**src/rtl/program_memory_fetch_arbiter.sv**
```systemverilog
// Two-way arbiter for the single ProgramMemory read port. Instruction fetch has priority,
// and a starvation guard bounds the debug port's wait. The response is registered one cycle after the grant.
module program_memory_fetch_arbiter #(
  parameter int                    MEMORY_DEPTH = 32,
  parameter int                    DATA_WIDTH   = 32,
  parameter logic [DATA_WIDTH-1:0] TEXT_BASE    = 32'h00400000,
  parameter int                    STARVE_LIMIT = 4
) (
  input  logic                  clk,
  input  logic                  reset,
  input  logic                  if_req,
  input  logic [DATA_WIDTH-1:0] if_addr,
  output logic                  if_gnt,
  output logic                  if_valid,
  output logic [DATA_WIDTH-1:0] if_instr,
  output logic                  if_err,
  input  logic                  dbg_req,
  input  logic [DATA_WIDTH-1:0] dbg_addr,
  output logic                  dbg_gnt,
  output logic                  dbg_valid,
  output logic [DATA_WIDTH-1:0] dbg_data,
  output logic                  dbg_err,
  output logic [DATA_WIDTH-1:0] rom_addr,
  input  logic [DATA_WIDTH-1:0] rom_instr
);

  localparam int                CNT_W     = $clog2(STARVE_LIMIT + 1);
  localparam logic [CNT_W-1:0]  CNT_LIMIT = CNT_W'(STARVE_LIMIT);
  localparam logic [DATA_WIDTH:0] TEXT_END = {1'b0, TEXT_BASE} + (DATA_WIDTH+1)'(4 * MEMORY_DEPTH);

  typedef enum logic {
    IF_PRI    = 1'b0,
    DBG_FORCE = 1'b1
  } state_t;

  state_t                  r_state;
  state_t                  w_state_next;
  logic [CNT_W-1:0]        r_starve_cnt;
  logic [CNT_W-1:0]        w_cnt_next;

  logic                    w_if_gnt;
  logic                    w_dbg_gnt;
  logic                    w_if_legal;
  logic                    w_dbg_legal;
  logic                    w_sel_legal;
  logic [DATA_WIDTH-1:0]   w_sel_addr;
  logic [DATA_WIDTH-1:0]   w_rom_addr;

  logic                    r_if_valid;
  logic                    r_if_err;
  logic [DATA_WIDTH-1:0]   r_if_instr;
  logic                    r_dbg_valid;
  logic                    r_dbg_err;
  logic [DATA_WIDTH-1:0]   r_dbg_data;

  // Word-aligned and inside [TEXT_BASE, TEXT_BASE + 4*MEMORY_DEPTH), unsigned and full width.
  function automatic logic addr_legal(input logic [DATA_WIDTH-1:0] a);
    return (a[1:0] == 2'b00) && (a >= TEXT_BASE) && ({1'b0, a} < TEXT_END);
  endfunction

  assign w_if_legal  = addr_legal(if_addr);
  assign w_dbg_legal = addr_legal(dbg_addr);

  always_ff @(posedge clk or negedge reset) begin
    if (!reset) begin
      r_state      <= IF_PRI;
      r_starve_cnt <= '0;
    end else begin
      r_state      <= w_state_next;
      r_starve_cnt <= w_cnt_next;
    end
  end

  always_comb begin
    w_if_gnt     = 1'b0;
    w_dbg_gnt    = 1'b0;
    w_state_next = r_state;
    w_cnt_next   = r_starve_cnt;

    if (reset) begin
      case (r_state)
        IF_PRI: begin
          w_if_gnt  = if_req;
          w_dbg_gnt = dbg_req & ~if_req;
        end
        DBG_FORCE: begin
          w_dbg_gnt = dbg_req;
          w_if_gnt  = if_req & ~dbg_req;
        end
        default: begin
          w_if_gnt  = 1'b0;
          w_dbg_gnt = 1'b0;
        end
      endcase
    end

    if (!dbg_req || w_dbg_gnt) begin
      w_cnt_next = '0;
    end else if (w_if_gnt && (r_starve_cnt != CNT_LIMIT)) begin
      w_cnt_next = r_starve_cnt + CNT_W'(1);
    end

    // Switching on the incoming count gives DBG the slot right after the LIMIT-th IF grant.
    case (r_state)
      IF_PRI: begin
        if (w_cnt_next == CNT_LIMIT) begin
          w_state_next = DBG_FORCE;
        end
      end
      DBG_FORCE: begin
        if (w_if_gnt || w_dbg_gnt) begin
          w_state_next = IF_PRI;
        end
      end
      default: w_state_next = IF_PRI;
    endcase
  end

  assign w_sel_addr  = w_dbg_gnt ? dbg_addr : if_addr;
  assign w_sel_legal = w_dbg_gnt ? w_dbg_legal : w_if_legal;
  assign w_rom_addr  = ((w_if_gnt || w_dbg_gnt) && w_sel_legal) ? w_sel_addr : TEXT_BASE;

  always_ff @(posedge clk or negedge reset) begin
    if (!reset) begin
      r_if_valid  <= 1'b0;
      r_if_err    <= 1'b0;
      r_if_instr  <= '0;
      r_dbg_valid <= 1'b0;
      r_dbg_err   <= 1'b0;
      r_dbg_data  <= '0;
    end else begin
      r_if_valid  <= w_if_gnt;
      r_if_err    <= w_if_gnt & ~w_if_legal;
      r_dbg_valid <= w_dbg_gnt;
      r_dbg_err   <= w_dbg_gnt & ~w_dbg_legal;
      // Data words hold between responses; a faulting access returns zero.
      if (w_if_gnt) begin
        r_if_instr <= w_if_legal ? rom_instr : '0;
      end
      if (w_dbg_gnt) begin
        r_dbg_data <= w_dbg_legal ? rom_instr : '0;
      end
    end
  end

  assign if_gnt    = w_if_gnt;
  assign dbg_gnt   = w_dbg_gnt;
  assign rom_addr  = w_rom_addr;
  assign if_valid  = r_if_valid;
  assign if_err    = r_if_err;
  assign if_instr  = r_if_instr;
  assign dbg_valid = r_dbg_valid;
  assign dbg_err   = r_dbg_err;
  assign dbg_data  = r_dbg_data;

endmodule

```
**config.mk**
```make
export PLATFORM = sky130hd
export DESIGN_NAME = program_memory_fetch_arbiter
export DESIGN_NICKNAME = d
export VERILOG_FILES = /design/src/rtl/program_memory_fetch_arbiter.sv
export SDC_FILE = /design/constraint.sdc
export NUM_CORES = 1
export LEC_CHECK = 0
export ABC_AREA = 1
export CAP_MARGIN = 20
export CORE_MARGIN = 2
export CORE_UTILIZATION = 35
export CTS_CLUSTER_SIZE = 10
export DETAILED_ROUTE_END_ITERATION = 10
export PLACE_DENSITY = 0.78
export SLEW_MARGIN = 20
export SYNTH_ARGS = -nofsm -noshare
export SYNTH_HDL_FRONTEND = slang
export SYNTH_SLANG_ARGS = --single-unit
```
**constraint.sdc**
```tcl
create_clock -name clk -period 1.25 [get_ports clk]
set_input_delay 0.25 -clock clk [delete_from_list [all_inputs] [get_ports clk]]
set_output_delay 0.25 -clock clk [all_outputs]
set_load 0.05 [all_outputs]
```
; ---- After elaboration in Yosys (flattened, before gate mapping)
; Cells that the tools add are included.
[totals]
reg_bits = 72
input_bits = 100
output_inout_bits = 102
[classes]
n_bitwise = 9
addsub = 1
magnitude_cmp = 4
n_eq_ne = 2
n_mux = 14
reduce_logical = 11
[ops]
columns = cell, count
row1 = 32-bit two-way mux, 4
row2 = "32-bit by 23-bit >= comparator with 1-bit output, second input constant", 2
row3 = "32-bit by 23-bit less-than comparator with 1-bit output, second input constant", 2
row4 = 1-bit logical AND, 6
row5 = 3-bit two-way mux, 2
row6 = 1-bit case mux with 2 select lines, 3
row7 = 1-bit two-way mux, 5
row8 = 1-bit NOT, 5
row9 = 1-bit bitwise AND, 4
row10 = 2-bit logical NOT, 2
row11 = "3-bit by 1-bit adder with 3-bit output, second input constant", 1
row12 = "3-bit equality test, second input constant", 1
row13 = "3-bit != test, second input constant", 1
row14 = 1-bit logical OR, 2
row15 = 1-bit logical NOT, 1

; ---- Longest topological paths before layout
[logic_depth]
word_depth = 10
mapped_depth = 10
mapped_depth_nobuf = 10

; ---- Worst setup path after synthesis
; No wires, ideal clock.
[synth_timing]
path_type = reg-to-output
startpoint = register r_state
endpoint = output rom_addr[4]
arrival_time_ns = 1.637
stages_incl_launch_ff = 9
required_time_ns = 1.000
path_buffers = 1
path_slack_ns = -0.637
cell_sequence = dfrtp_1 inv_2 a21oi_4 inv_1 buf_2 nand2_1 nand2_1 inv_1 nor2_1
[synth_between]
elab_chain_cells = 6
word_cells_on_any_way = 10
cone_classes = mux (7) / bitwise (1) / reduce/logical (2)
[synth_rtl]
columns = item, line_no
row1 = from (decl), 36  ; state_t r_state;
row2 = from (signal assigned), 69  ; r_state <= w_state_next;
row3 = 1-bit NOT, 81  ; case (r_state)
row4 = 1-bit case mux with 2 select lines, 81
row5 = 1-bit two-way mux, 80  ; if (reset) begin
row6 = 1-bit two-way mux / 1-bit logical OR (equally long branches), "120, 121"
row7 = 1-bit logical AND, 121  ; assign w_rom_addr = ((w_if_gnt || w_dbg_gnt) && w_sel_legal) ? w_sel_addr : TEXT_BASE;
row8 = 32-bit two-way mux *, 121
row9 = to (decl), 23  ; output logic [DATA_WIDTH-1:0] rom_addr,
; Mark *: on every way between the ends. The rest lies on a longest branch, timed or not.

; ---- Worst setup path in the final report
[layout_timing]
startpoint = register r_state
endpoint = output rom_addr[3]
; The elaborated chain is that of the path after synthesis.

==> impl_metrics.json <==
{
  "cts-htree-levels": 3,
  "seq_area_frac_synth": 0.515,
  "syn_area_per_cell_um2": 8.18,
  "port_buffers": 174,
  "layout-drive-gt1-share": 0.335,
  "synth-seq-cells": 72,
  "finalSetupViolCount": 78,
  "crit_path_end_kind": "primary output",
  "layout.cells.non_filler": 781,
  "initial_core_util": 0.360,
  "ys_types": 27,
  "drt_pass1_iterations": 5,
  "path_clk_slew_ns": 0.08,
  "crit_fanout": 5,
  "rsz0062_at_grt": "yes",
  "violations": "negative setup slack",
  "max_freq_ghz": 0.550,
  "synthTopCellsByArea": "dfrtp_1 51%, nand2_1 13%, nor2_1 7.7%",
  "grt_usage": 0.231,
  "slowest_stage": "dfrtp_1",
  "final_nets": 745,
  "worst-endpoint-required_ns": 1.00,
  "wirelength_um": 13200,
  "area_delta_synth_final_pct": 107,
  "reg2reg_from": "r_state",
  "cts_buffers": 9,
  "antenna_found_initial": 0,
  "drt_iter0_markers": 131,
  "ant_nets": 0,
  "path_buf_inv": 3,
  "diodes": 0,
  "overflow": 0,
  "wl_per_cell_um": 16.9,
  "relSlewSlack": 0.405,
  "cp.depth": 7,
  "clk_path_buf_depth": 2,
  "gp_congestion": 0.906,
  "min_period_ns": 1.82,
  "startpoint_type": "flop",
  "synth_ff_type": "dfrtp_1",
  "post-place-ws_ns": -0.747,
  "fp.dieH_um": 104,
  "cts_tree": "built",
  "r2r-end": "r_state",
  "worst_ep_arrival_time_ns": 1.57,
  "grt_max_degree": 71,
  "synth_edf_count": 0,
  "criticalPathCategory": "flop to primary output",
  "fin_crit_sh": 1.45,
  "via_per_inst": 4.70,
  "cts_sinks": 72,
  "drc": 0,
  "slew_viol_final": 0,
  "r2r_slack_ns": -0.33,
  "path_cells": "inv_2 -> a21oi_4 -> inv_2 -> o21ai_2 -> nand3_4 -> nor2_4 -> buf_12",
  "status": "complete, but fails checks",
  "dieWidth_um": 104,
  "dr_total_vias": 3674,
  "crit_end": "rom_addr[3]",
  "io_pins": 202,
  "synth_most_common_cell": "nand2_1",
  "synth_common_cells": "122 x nand2_1, 72 x dfrtp_1, 72 x nor2_1",
  "post-dp-hpwl_um": 8240,
  "cpLargestDelayFamily": "flip-flops",
  "power.leakage_nw": 3.26,
  "synth.top_cell.area_share": 0.515,
  "setup_slack_ns": -0.567,
  "ctsRootBufferMaster": "clkbuf_8",
  "grt_pass1_wl_um": 19800,
  "synth.cell_area_mm2": 0.00350,
  "ir_drop_v": 0.000898,
  "tightest_slew_ns": 0.892,
  "hold_path.class": "input port to async pin",
  "dieArea_mm2": 0.0108,
  "skew_ns": 0.00743,
  "core_area_mm2": 0.00973,
  "synthArstFlopShare": 1.00,
  "clk_latency_ns": 0.34,
  "finalHoldViolCount": 0,
  "core.rowCount": 36,
  "dp.cells": 737,
  "max_stage_delay_ns": 0.37,
  "crit_top_cell": "inv_2",
  "power_density_mw_per_mm2": 1150,
  "reg2reg_depth": 10,
  "syn_inst": 428,
  "yosys_warnings": 0,
  "grt_pass1_vias": 3826,
  "yosys.area.top_type": "dfrtp_1",
  "cap_violations": 0,
  "startpoint": "r_state"
}
==> cell type report <==
cell class                 instances  area (µm²)
clock buffer                      10         128
clock inverter                     6        92.6
fill                             709        2470
inverter                          25        97.6
multi-input combinational        310        1770
sequential                        72        1800
tap                              133         166
timing repair buffer             225        3200
==> cell families (layout without fill, tap and decap cells) <==
group	Yosys count	after routing	share of synthesized area
simple gates	218	218	0.245
flops	72	72	0.515
buf+inv	71	266	0.122
compound gates	55	55	0.0862
mux	7	7	0.0200
fa+ha+maj	2	2	0.00715
other cells	2	27	0.00215
xor+xnor	1	1	0.00250
==> power by group <==
group          switching [W]  total [W]  internal (W)
Combinational        0.00179    0.00341       0.00162
Clock               0.000923    0.00206       0.00114
Sequential          0.000298    0.00287       0.00257
Total                0.00301    0.00834       0.00533
==> worst reg2reg max path, delay by kind of cell (launching register included) <==
family,cells,cell delay (ns)
buffers and inverters,4,0.48
DFF,1,0.40
AOI/OAI and AO/OA,2,0.36
and+or+nand+nor,4,0.28
==> worst min-delay path by stage <==
stage / start / to / slack (ns)
4_1_cts: reset / dbg_data[21] / 0.18
3_5_place_dp: reset / r_starve_cnt[2] / 0.18
5_1_grt: reset / dbg_data[20] / 0.23
6_report: reset / if_instr[18] / 0.18
2_1_floorplan: reset / dbg_data[0] / -0.05
3_3_place_gp: reset / r_state / 0.18
==> flip-flops by register name, indices dropped and copies added (netlist names) <==
name and cells:
dbg_data 32, if_err 1, r_starve_cnt 3, if_valid 1, if_instr 32, dbg_valid 1
dbg_err 1, r_state 1
==> through the flow <==
stage	util	hold slack, ns	instance area, µm²	total power, W	setup TNS, ns
2_1_floorplan	-	-0.0456	3650	0.00428	-2.20
3_3_place_gp	0.637	0.176	6190	0.00591	-42.67
3_5_place_dp	0.637	0.176	6190	0.00595	-45.09
4_1_cts	0.701	0.181	6820	0.00812	-20.25
5_1_grt	0.746	0.228	7250	0.00866	-25.56
6_report	0.746	0.179	7250	0.00834	-19.49
==> layout by cell type, fill, tap and decap left out, types with 2 or more instances in the layout <==
cell type	synthesis	routed
a21oi_1	35	16
a21oi_2	1	17
a21oi_4	2	5
buf_12	1	88
buf_16	0	4
buf_4	28	18
buf_6	3	9
buf_8	0	2
bufinv_16	0	2
clkbuf_16	0	4
clkbuf_8	0	9
clkdlybuf4s15_1	0	2
clkdlybuf4s50_1	0	44
clkinvlp_4	0	3
conb_1	2	27
dfrtp_1	72	71
dlygate4sd2_1	0	52
ha_1	2	2
inv_1	23	20
inv_2	1	3
mux2i_4	0	6
nand2_1	122	114
nand2_2	2	6
nand2_4	0	4
nand3_1	6	4
nor2_1	72	51
nor2_2	1	5
nor2_4	0	17
nor3_1	11	8
nor3_2	0	3
o21ai_0	17	9
o21ai_1	0	3
o21ai_2	0	4
==> timing repair <==
action                                  CTS  global route
setup buffers                            13             9
gates cloned                              6             5
hold buffers                              1             0
endpoints found under the setup margin   76            78
gates resized for setup                 110            69
hold endpoints to repair                  2             0
pin swaps                                53            29
==> layer usage <==
| metal | vias up | wire [µm] | share of wire | GRT usage |
|---|---|---|---|---|
| met5 | - | 0 | 0 | 0 |
| met4 | 0 | 286 | 0.022 | 0.0676 |
| met2 | 153 | 7020 | 0.53 | 0.406 |
| met1 | 1775 | 4870 | 0.37 | 0.268 |
| met3 | 23 | 1030 | 0.078 | 0.0758 |
| li1 | 1723 | - | - | - |
Note: power is estimated with default switching activity, not from simulation.
